File: src/rtl/reg_wb_ctrl.sv
// Register-file write-port controller: merges pipeline writeback with a 2-entry long-latency result buffer.
// Optional starvation guard enabled by defining WB_STARVE_GUARD_EN.
module reg_wb_ctrl #(
  parameter int unsigned STARVE_LIMIT = 8
) (
  input  logic        clk,
  input  logic        rst,
  input  logic        pipe_wb_en,
  input  logic [4:0]  pipe_rd,
  input  logic [31:0] pipe_wd,
  input  logic        lu_issue_valid,
  input  logic [4:0]  lu_issue_rd,
  input  logic        lu_res_valid,
  output logic        lu_res_ready,
  input  logic [4:0]  lu_res_rd,
  input  logic [31:0] lu_res_data,
  input  logic [4:0]  dec_rs1,
  input  logic [4:0]  dec_rs2,
  input  logic [4:0]  dec_rd,
  output logic        dec_stall,
  output logic [31:0] busy_mask,
  output logic        pipe_hold,
  output logic        rf_we,
  output logic [4:0]  rf_a3,
  output logic [31:0] rf_wd3
);

  if (STARVE_LIMIT < 1 || STARVE_LIMIT > 255) begin : g_limit_check
    $error("reg_wb_ctrl: STARVE_LIMIT must be in 1..255");
  end

  logic [4:0]  fifo_rd   [2];
  logic [31:0] fifo_data [2];
  logic        head;
  logic        tail;
  logic [1:0]  count;

  logic        pipe_active;
  logic        fifo_empty;
  logic        enq;
  logic        deq;
  logic [4:0]  head_rd;
  logic [31:0] head_data;
  logic [31:0] busy_next;

  assign fifo_empty   = (count == 2'd0);
  assign tail         = head ^ count[0];
  assign head_rd      = fifo_rd[head];
  assign head_data    = fifo_data[head];
  assign pipe_active  = pipe_wb_en & (pipe_rd != 5'd0);
  assign lu_res_ready = (count != 2'd2) & ~rst;
  // rd=0 results are handshaken but never stored
  assign enq          = lu_res_valid & lu_res_ready & (lu_res_rd != 5'd0);
  assign deq          = ~pipe_active & ~fifo_empty;

  assign dec_stall = busy_mask[dec_rs1] | busy_mask[dec_rs2] | busy_mask[dec_rd];

  // Clear for the retiring head is applied first so a same-cycle issue wins.
  always_comb begin
    busy_next = busy_mask;
    if (deq)
      busy_next[head_rd] = 1'b0;
    if (lu_issue_valid && lu_issue_rd != 5'd0)
      busy_next[lu_issue_rd] = 1'b1;
    busy_next[0] = 1'b0;
  end

  always_ff @(posedge clk) begin
    if (enq) begin
      fifo_rd[tail]   <= lu_res_rd;
      fifo_data[tail] <= lu_res_data;
    end
  end

  always_ff @(posedge clk) begin
    if (rst) begin
      head      <= 1'b0;
      count     <= '0;
      rf_we     <= 1'b0;
      rf_a3     <= '0;
      rf_wd3    <= '0;
      busy_mask <= '0;
    end else begin
      if (deq)
        head <= ~head;
      count <= count + {1'b0, enq} - {1'b0, deq};
      busy_mask <= busy_next;
      if (pipe_active) begin
        rf_we  <= 1'b1;
        rf_a3  <= pipe_rd;
        rf_wd3 <= pipe_wd;
      end else if (deq) begin
        rf_we  <= 1'b1;
        rf_a3  <= head_rd;
        rf_wd3 <= head_data;
      end else begin
        rf_we  <= 1'b0;
      end
    end
  end

`ifdef WB_STARVE_GUARD_EN
  logic [7:0] starve_cnt;

  always_ff @(posedge clk) begin
    if (rst) begin
      starve_cnt <= '0;
      pipe_hold  <= 1'b0;
    end else begin
      if (deq || fifo_empty)
        starve_cnt <= '0;
      else if (starve_cnt != 8'hFF)
        starve_cnt <= starve_cnt + 8'd1;

      if (deq)
        pipe_hold <= 1'b0;
      else if (!fifo_empty && starve_cnt >= 8'(STARVE_LIMIT))
        pipe_hold <= 1'b1;
    end
  end
`else
  assign pipe_hold = 1'b0;
`endif

endmodule

File: config.mk
export PLATFORM = sky130hd
export DESIGN_NAME = reg_wb_ctrl
export DESIGN_NICKNAME = d
export VERILOG_FILES = /design/src/rtl/reg_wb_ctrl.sv
export SDC_FILE = /design/constraint.sdc
export NUM_CORES = 1
export LEC_CHECK = 0
export CAP_MARGIN = 20
export CELL_PAD_IN_SITES_DETAIL_PLACEMENT = 0
export CELL_PAD_IN_SITES_GLOBAL_PLACEMENT = 1
export CORE_ASPECT_RATIO = 0.7
export CORE_MARGIN = 2
export CORE_UTILIZATION = 41
export DETAILED_ROUTE_END_ITERATION = 10
export MAX_ROUTING_LAYER = met4
export PLACE_DENSITY_LB_ADDON = 0.1
export REMOVE_ABC_BUFFERS = 1
export SYNTH_ARGS = -nofsm -noshare
export SYNTH_HDL_FRONTEND = slang
export SYNTH_SLANG_ARGS = --single-unit
export TNS_END_PERCENT = 1
File: constraint.sdc
create_clock -name clk -period 7.6 [get_ports clk]
set_clock_uncertainty 0.2 [all_clocks]
set_input_delay 1.14 -clock clk [delete_from_list [all_inputs] [get_ports clk]]
set_output_delay 1.14 -clock clk [all_outputs]
set_load 0.02 [all_outputs]
==> flow_results.org <==
** Floorplanning
- Vertical die dimension :: 110 um
- Area of the die :: 17,100 um2
- After floorplanning, the core was divided into 38 placement rows.
- For this design the top-level I/O count stands at 172.
- The initial utilization of the core area, before any placement, comes to 42.1%.
- The core region is 15,600 um2.
- Measured along the x axis, the die boundary spans 155 um.

** Clock tree
- TritonCTS sink count :: 147
- Cell chosen for the clock root :: sky130_fd_sc_hd__clkbuf_16
- At the later pin of the worst-skew pair, clock insertion delay measures 0.42 ns.
- Counting along the longest clock path gives a buffer depth of 2.
- After clock tree synthesis, the clock-pin slew on the worst setup and hold paths is 0.06 ns.
- TritonCTS built the clock tree.
- Post-CTS repair timing setup buffer count :: 0
- Buffers inserted during clock tree synthesis total 17.
- CTS-repair resized insts :: 0
- After clock tree synthesis, the flow added hold-fix buffers numbering 0.
- The clock tree synthesis step divided the H-tree into 4 levels.

** Logic synthesis
- Warning count from the yosys run :: 0
- Summed over all instances, the cell type with the most area after synthesis is sky130_fd_sc_hd__edfxtp_1.
- Total of flip-flops plus latches after synthesis :: 147
- Summing the areas of all and, or, nand and nor instances in the mapped netlist gives 11.9% of the synthesized area.
- Netlist cell types :: 46
- Summing the areas of all compound-gate instances in the mapped netlist gives 14.4% of the synthesized area.
- Combinational family with the most area after synthesis :: compound AO/OA/AOI/OAI gates
- Post-synthesis instance area :: 6570 um2
- Adder and majority gate portion of the synthesized area :: 0.190%
- Number of instances in the synthesized netlist :: 600
- Of the total synthesized cell area, the portion taken by XOR and XNOR cells is 0.533%.
- Of the synthesized area, sequential elements account for 56.0%.
- Avg Synthesized Cell Area :: 11.0 um2
- In the synthesized netlist the dominant register cell turns out to be sky130_fd_sc_hd__edfxtp_1.
- The portion of synthesized area spent on multiplexers is 14.0%.
- Number of enable-type register cells in the synthesized netlist :: 74
- Share of synthesized flip-flops with an asynchronous set or reset :: 0%
- Dominant cells by area after synthesis :: sky130_fd_sc_hd__edfxtp_1, sky130_fd_sc_hd__dfxtp_1, sky130_fd_sc_hd__mux2i_1
- Area share of the leading cell type in the synthesized netlist :: 33.8%

** Critical path
- Crit end category :: primary output
- Crit path max fanout :: 13
- STA classifies the critical path startpoint as a primary input.
- Register-to-Register Setup Slack :: 4.98 ns
- Worst setup path category :: in -> out
- STA puts the critical path data required time at 6.26 ns.
- STA puts the critical path data arrival time at 4.19 ns.

** Power
- The clock network accounts for 33.8% of the total power.
- Static leakage :: 3.03 nW
- Combinational power share :: 27.9%
- Of the total power, the share spent switching nets is 31.7%.
- The share of total power dissipated in sequential elements is 38.3%.
- Internal power comes to 1.78 mW.
- Peak supply drop :: 0.228 mV
- The analysis attributes to net switching a power of 0.825 mW.
- Pwr per Cell Area :: 288 nW/um2

** Timing
- Setup violations remaining at the end of the flow were counted as 0.
- Final Hold Violating Endpoints :: 0
- Final period util :: 72.8%
- Derived from the worst setup path, the maximum achievable clock frequency is 181 MHz.
- Worst max-slew margin expressed relative to the limit :: 44.3%
- At the pin with the least slew margin, the transition time is 0.835 ns.
- Setup Total Neg Slack :: 0 ns
- RSZ-0062 raised after global routing :: false
- Max-slew violation total from the final report :: 0
- Subtracting the final worst setup slack from the clock period gives 5.53 ns.

** Placement
- Total placed instance area :: 8420 um2
- Input/output buffers :: 169
- After legalization and detailed placement, the total HPWL measured 13,300 um.
- Number of cells in the design after placement :: 934
- RePlAce Congestion :: 0.910

** Detailed routing
- Vias per cell :: 5.55
- Remaining antenna violation count :: 0
- 1st-iter DRT viols :: 530
- After detailed routing, the number of remaining DRC violations is 0.
- Wire per inst :: 19.8 um
- The routed design has 19,200 um of wire.
- Total via count after detailed routing :: 5,357
- For this run, the detailed router's first-pass iteration total came to 5.

** Finish
- Excluding fillers, the count of instances in the completed layout stands at 966.
- Layout overhead on the synthesized area :: 37.6%
- Antenna diode instance count :: 0
- Of the cells placed in the final design, the portion with a size suffix greater than 1 is 9.40%.
- After the last flow step, the layout net total stands at 853.
- Final Instance Area :: 9040 um2

** Global route
- Vias in the first global route :: 5,173
- Aggregate global routing overflow :: 0
- Global-route wire length before repair :: 29,100 um
- Overall track demand over capacity in global routing :: 23.5%
- Entering global routing, the biggest net connects 76 pins.
- Number of antenna violations at the first check in global routing :: 0

** Worst hold path
- Class of the worst hold path :: reg -> reg

** Outcome
- The flow ran to the end, and the final reports show no timing, DRC or antenna violations.

** Run
- The tool flagged a number of max-cap violations equal to 0.
per-layer routing:
metal,track usage [%],share of wire (%),vias up
met2,33.0,43,222
met1,33.1,47,2572
met3,6.23,8.2,25
met4,7.93,1.5,0
li1,-,-,2538
met5,-,0,-
flip-flops by register name, indices dropped and copies added (netlist names), named ones only:
| signal | flops |
|---|---|
| head | 1 |
| rf_we | 1 |
| fifo_rd | 10 |
| busy_mask | 31 |
| fifo_data | 64 |
| rf_a3 | 5 |
| rf_wd3 | 32 |
| count | 2 |
area by class of cell:
class                      instances  area [um2]
fill                            1296        6550
sequential                       147        3680
multi-input combinational        409        2720
timing repair buffer             175        1760
clock buffer                      17         425
tap                              200         250
clock inverter                    15         196
inverter                           3        11.3
worst max-delay path: stages:
cell and delay (ns):
sky130_fd_sc_hd__clkdlybuf4s50_1 0.83, sky130_fd_sc_hd__mux2_2 0.40, sky130_fd_sc_hd__a221oi_1 0.24, sky130_fd_sc_hd__a2111oi_0 0.14, sky130_fd_sc_hd__a311oi_1 0.30, sky130_fd_sc_hd__nand4_1 0.15
sky130_fd_sc_hd__or4_1 0.43, sky130_fd_sc_hd__clkdlybuf4s50_1 0.55
power groups by stage:
stage	combinational [mW]	clock [mW]	sequential (mW)
finish	0.727	0.881	0.997
global route	0.805	0.929	1.01
floorplan	0.368	0	1.08
global placement	0.707	0	1.01
detailed placement	0.729	0	1.01
CTS	0.734	0.897	0.998
cell usage in the layout, fill, tap and decap left out, types with 3 or more instances in the layout:
cell type	netlist	layout
sky130_fd_sc_hd__a2111oi_0	3	3
sky130_fd_sc_hd__a211oi_1	38	38
sky130_fd_sc_hd__a21oi_1	71	71
sky130_fd_sc_hd__a311oi_1	3	3
sky130_fd_sc_hd__buf_4	2	4
sky130_fd_sc_hd__bufinv_16	0	3
sky130_fd_sc_hd__clkbuf_16	0	17
sky130_fd_sc_hd__clkdlybuf4s50_1	0	168
sky130_fd_sc_hd__clkinv_4	0	3
sky130_fd_sc_hd__dfxtp_1	73	72
sky130_fd_sc_hd__edfxtp_1	74	74
sky130_fd_sc_hd__inv_1	3	3
sky130_fd_sc_hd__inv_8	0	4
sky130_fd_sc_hd__mux2_2	8	8
sky130_fd_sc_hd__mux2i_1	49	49
sky130_fd_sc_hd__mux4_2	15	15
sky130_fd_sc_hd__nand2_1	37	37
sky130_fd_sc_hd__nand2b_1	7	7
sky130_fd_sc_hd__nand3_1	4	4
sky130_fd_sc_hd__nand4b_1	3	3
sky130_fd_sc_hd__nor2_1	94	93
sky130_fd_sc_hd__nor2b_1	9	8
sky130_fd_sc_hd__nor3_1	3	3
sky130_fd_sc_hd__o21ai_0	21	21
sky130_fd_sc_hd__o21ai_1	8	8
sky130_fd_sc_hd__o31ai_1	3	3
sky130_fd_sc_hd__or4_1	4	4
sky130_fd_sc_hd__xor2_1	3	3
cell families (layout without fill, tap and decap cells):
family,Yosys count,after routing
simple gates,173,173
compound gates,157,157
flops,147,147
mux,72,72
buf+inv,45,210
xor+xnor,4,4
fa+ha+maj,1,1
other cells,1,2
metrics by stage:
step	utilization (%)	setup slack, ns	hold WS [ns]	power [mW]
floorplan	-	3.50	0.315	1.45
global placement	53.7	2.16	0.332	1.72
detailed placement	54.0	2.09	0.351	1.74
CTS	58.0	2.08	0.366	2.63
global route	58.0	1.94	0.402	2.74
finish	58.0	2.07	0.357	2.61
final timing paths:
path                     startpoint  cells past startpoint                       end
setup / recovery         dec_rs2[1]                      8                 dec_stall
hold / removal    head$_SDFFE_PP0P_                      2         head$_SDFFE_PP0P_
setup reg to reg          flip-flop                      5  busy_mask[26]$_SDFF_PP0_
hold reg to reg   head$_SDFFE_PP0P_                      2         head$_SDFFE_PP0P_
synthesized netlist by cell type (all sizes together), types with 2 or more instances:
master   instances
a2111oi          3
a211oi          38
a21oi           71
a311oi           3
a31oi            2
buf             15
clkbuf          27
dfxtp           73
edfxtp          74
inv              3
mux2             8
mux2i           49
mux4            15
nand2           37
nand2b           7
nand3            4
nand4            2
nand4b           3
nor2            94
nor2b            9
nor3             3
o21ai           29
o22ai            2
o31ai            3
or2              2
or4              6
xor2             3
Note: power is estimated with default switching activity, not from simulation.
